[config.mk]
export PLATFORM = sky130hd
export DESIGN_NAME = cdc_handshake_tx
export DESIGN_NICKNAME = d
export VERILOG_FILES = /design/src/rtl/cdc_handshake_tx.sv
export SDC_FILE = /design/constraint.sdc
export NUM_CORES = 1
export LEC_CHECK = 0
export ABC_AREA = 1
export BUFFER_PORTS_ARGS = -buffer_cell sky130_fd_sc_hd__buf_2
export CORE_AREA = 2 2 39 41
export DETAILED_ROUTE_END_ITERATION = 10
export DIE_AREA = 0 0 41 43
export SLEW_MARGIN = 20
export SYNTH_ARGS = -nofsm -noshare
export SYNTH_HDL_FRONTEND = slang
export SYNTH_SLANG_ARGS = --single-unit
[constraint.sdc]
create_clock -name clk -period 1.5 [get_ports clk]
set_clock_uncertainty 0.15 [all_clocks]
set_input_delay 0.225 -clock clk [delete_from_list [all_inputs] [get_ports clk]]
set_output_delay 0.225 -clock clk [all_outputs]
set_load 0.05 [all_outputs]
[src/rtl/cdc_handshake_tx.sv]
// cdc_handshake_tx: source-domain sender of a 4-phase req/ack CDC link.
// Takes one word from a ready/valid producer, holds it on xfer_data and runs a
// full req/ack handshake with the destination. xfer_ack is resynchronized into
// clk through a SYNC_STAGES-deep flop chain (SYNC_STAGES must be >= 2).
module cdc_handshake_tx #(
   parameter int unsigned WIDTH       = 4,
   parameter int unsigned SYNC_STAGES = 2
) (
   input  logic             clk,
   input  logic             reset,
   input  logic             in_valid,
   input  logic [WIDTH-1:0] in_data,
   output logic             in_ready,
   output logic             xfer_req,
   output logic [WIDTH-1:0] xfer_data,
   input  logic             xfer_ack,
   output logic             busy,
   output logic             done
);

   localparam logic [1:0] IDLE    = 2'd0;
   localparam logic [1:0] REQ     = 2'd1;
   localparam logic [1:0] RELEASE = 2'd2;

   logic [SYNC_STAGES-1:0] ack_sync;
   logic                   ack_s;
   logic [1:0]             state;
   logic [1:0]             state_next;
   logic                   req_next;
   logic [WIDTH-1:0]       data_next;
   logic                   done_next;
   logic                   accept;

   // Resynchronize the destination ack; only the last flop is ever used.
   always_ff @(posedge clk or posedge reset) begin
      if (reset) begin
         ack_sync <= '0;
      end else begin
         ack_sync <= {ack_sync[SYNC_STAGES-2:0], xfer_ack};
      end
   end

   assign ack_s = ack_sync[SYNC_STAGES-1];

   // A still-high ack in IDLE is stale: it blocks accepts but moves nothing.
   always_comb begin
      in_ready = (state == IDLE) && !ack_s;
      accept   = in_ready && in_valid;
      busy     = (state != IDLE);
   end

   // Next-state logic for the handshake and the payload holding register.
   always_comb begin
      state_next = state;
      req_next   = xfer_req;
      data_next  = xfer_data;
      done_next  = 1'b0;
      case (state)
         IDLE: begin
            if (accept) begin
               data_next  = in_data;
               req_next   = 1'b1;
               state_next = REQ;
            end
         end
         REQ: begin
            if (ack_s) begin
               req_next   = 1'b0;
               state_next = RELEASE;
            end
         end
         RELEASE: begin
            // Return to IDLE only once the ack has been seen low again.
            if (!ack_s) begin
               state_next = IDLE;
               done_next  = 1'b1;
            end
         end
         default: begin
            state_next = IDLE;
            req_next   = 1'b0;
         end
      endcase
   end

   // State, request, payload and done flops; xfer_req/xfer_data leave from here.
   always_ff @(posedge clk or posedge reset) begin
      if (reset) begin
         state     <= IDLE;
         xfer_req  <= 1'b0;
         xfer_data <= '0;
         done      <= 1'b0;
      end else begin
         state     <= state_next;
         xfer_req  <= req_next;
         xfer_data <= data_next;
         done      <= done_next;
      end
   end

endmodule

==> run_results.csv <==
group,metric,value,unit
status,status,"complete, no violations",
placement,dp_slack,200,ps
cells_and_area,diodes,0,
power,sw_frac_of_total,0.438,
floorplan,start_util,0.282,
synth,syn_area,390,µm²
power,power.density,1670,nW/µm²
routing,topRoutingLayerUsed,"met4",
timing,fin_ws,46.1,ps
setup_path,endpoint_kind,"output port",
routing,ant_nets,0,
timing,hold_violations,0,
setup_path,slowest_delay,410,ps
setup_path,critPathRequiredTime,1120,ps
routing,dr_wl_met2,342,µm
routing,wl_met3,48,µm
setup_path,worstSetupPathType,"flop to output port",
routing,vias,337,
power,p_leak,0.303,nW
synth,ys_seq_area_frac,0.641,
power,pwr-share-seq,0.384,
timing,fmax,688,MHz
floorplan,core_region_area,1380,µm²
power,p_int,527,µW
global_route,antenna_found_initial,0,
global_route,grt_pass1_wl,1250,µm
timing,slew_violations,0,
setup_path,cp_common_cell,"nor2_4",
clock_network,cts_tree,"built",
setup_path,crit_path_cell_trace,"nor2_4, inv_2, nor2_4, buf_8",
routing,drc,0,
synth,netlist_instances,38,
floorplan,die_y,43,µm
power,peakVddDrop,0.546,mV
setup_path,cp_max_fo,2,
clock_network,numClockSinks,10,
synth,mappedNetlistNets,46,
routing,wl_met1,322,µm
cells_and_area,mostFrequentLayoutCell,"buf_2",
floorplan,io_pins,16,
floorplan,die_w,41,µm
synth,synth-seq-cells,10,
floorplan,row_count,14,
cells_and_area,final_cell_mix,"buf_2, nand2_1, dfrtp_1",
placement,dp_hpwl,554,µm
routing,wl_per_cell,9.53,µm
setup_path,arrival,1080,ps
global_route,grt_usage,0.108,
timing,rsz0062_at_grt,"true",
synth,synth_warnings,0,
timing,period_minus_slack,1450,ps
timing,slew_headroom,0.765,
run,max-cap-violations,0,
timing,worst_slew_pin_slew,352,ps
global_route,grt_pass1_vias,312,
global_route,grt_overflow,0,
power,p_comb_frac,0.432,
timing,finalSetupViolCount,0,
synth,ys_types,9,
cells_and_area,nets,70,
hold_path,hp-class,"input port to flop",
setup_path,cp_num_buf_inv,2,
power,net-switching-power,411,µW
placement,io_buffers,15,
placement,place.gp.congestion,0.632,
clock_network,clk_pin_slew_worst_paths,60,ps
power,pwr-share-clk,0.184,
routing,dr.pass1.iters,4,
global_route,grt_max_degree,11,
setup_path,crit_slowest_cell,"dfrtp_1",
setup_path,critPathTopFamily,"flip-flops",
timing,finalCritPeriodShare,0.969,
cells_and_area,syn2layout_area_growth,44.2,%
setup_path,start_kind,"flop",
routing,routed_wl,724,µm
routing,drt_iter0_markers,2,
cells_and_area,post-route-util,0.407,
clock_network,cts_root_buf,"clkbuf_4",
synth,synth.avg_cell_area,10.3,µm²
clock_network,cts_max_path_buffers,2,
clock_network,cts_made_buffers,3,
clock_network,htreeDepth,1,
floorplan,die_area,1760,µm²
clock_network,clk_latency,260,ps
routing,via_per_inst,4.43,
cells_and_area,layout-drive-gt1-share,0.400,
[metrics by stage]
step | total power [mW] | TNS, ps | std cells | area [µm²] | hold WS [ps]
global route | 0.994 | -15.4 | 76 | 563 | 75.4
finish | 0.938 | 0 | 76 | 563 | 66.5
CTS | 0.941 | 0 | 76 | 557 | 65.7
floorplan | 0.650 | -64.3 | 38 | 398 | -84.8
detailed placement | 0.748 | 0 | 70 | 500 | 61.8
global placement | 0.743 | 0 | 70 | 500 | 60.6
[cells in the mapped netlist]
library cell / n / area, µm²
nand2_1: 12 / 45.0
dfrtp_1: 10 / 250
inv_1: 5 / 18.8
nand4_1: 4 / 25.0
nor2_1: 2 / 7.51
o21ai_0: 2 / 10.0
a21oi_1: 1 / 5.00
nand3_4: 1 / 17.5
nor2_4: 1 / 11.3
[power by group through the flow]
stage	registers [mW]	clock network [mW]	logic, mW
CTS	0.360	0.181	0.400
finish	0.360	0.172	0.405
floorplan	0.523	0	0.128
global placement	0.364	0	0.379
detailed placement	0.366	0	0.382
global route	0.366	0.193	0.436
[worst paths after layout]
| path | from | endpoint | slack, ps | cells after the start |
|---|---|---|---|---|
| worst max-delay path | state[1] | in_ready | 50 | 4 |
| worst min-delay path | in_data[1] | xfer_data[1] | 70 | 3 |
| worst max register to register | ack_sync[1] | xfer_data[3] | 320 | 4 |
| worst min register to register | ack_sync[0] | ack_sync[1] | 200 | 0 |
| max in group asynchronous | reset | xfer_data[2] | 620 | 3 |
| min in group asynchronous | reset | xfer_data[1] | 320 | 3 |
[layout make-up]
cell class / instances / area (µm²)
clock buffer: 3 / 22.5
tap: 16 / 20.0
sequential: 10 / 250
inverter: 5 / 18.8
multi-input combinational: 23 / 129
timing repair buffer: 19 / 123
fill: 138 / 821
[routing by layer]
metal,track usage,vias up
met5,0,-
met4,0.0800,0
met3,0.0314,2
met2,0.147,12
met1,0.138,154
li1,-,169
[flip-flops by register name, summed over array words and instances, names as in the netlist]
name	flops
ack_sync	2
done	1
state	2
xfer_data	4
xfer_req	1
[cells by family after synthesis]
logic type / Yosys count / share of synthesized area
buf+inv: 5 / 0.0481
flops: 10 / 0.641
compound gates: 3 / 0.0385
simple gates: 20 / 0.272
[worst register-to-register path, delay by kind of cell, from the launching register on]
family                 cells  cell delay, ps
AND/OR/NAND/NOR            3             250
buffers and inverters      1             220
flip-flops                 1             450
[timing repair]
item                                    CTS  global route
setup buffers                             1             0
hold buffers                              2             0
endpoints found under the hold margin    11             0
resized for setup                         2             3
endpoints found under the setup margin    1             2
Note: power is estimated with default switching activity, not from simulation.
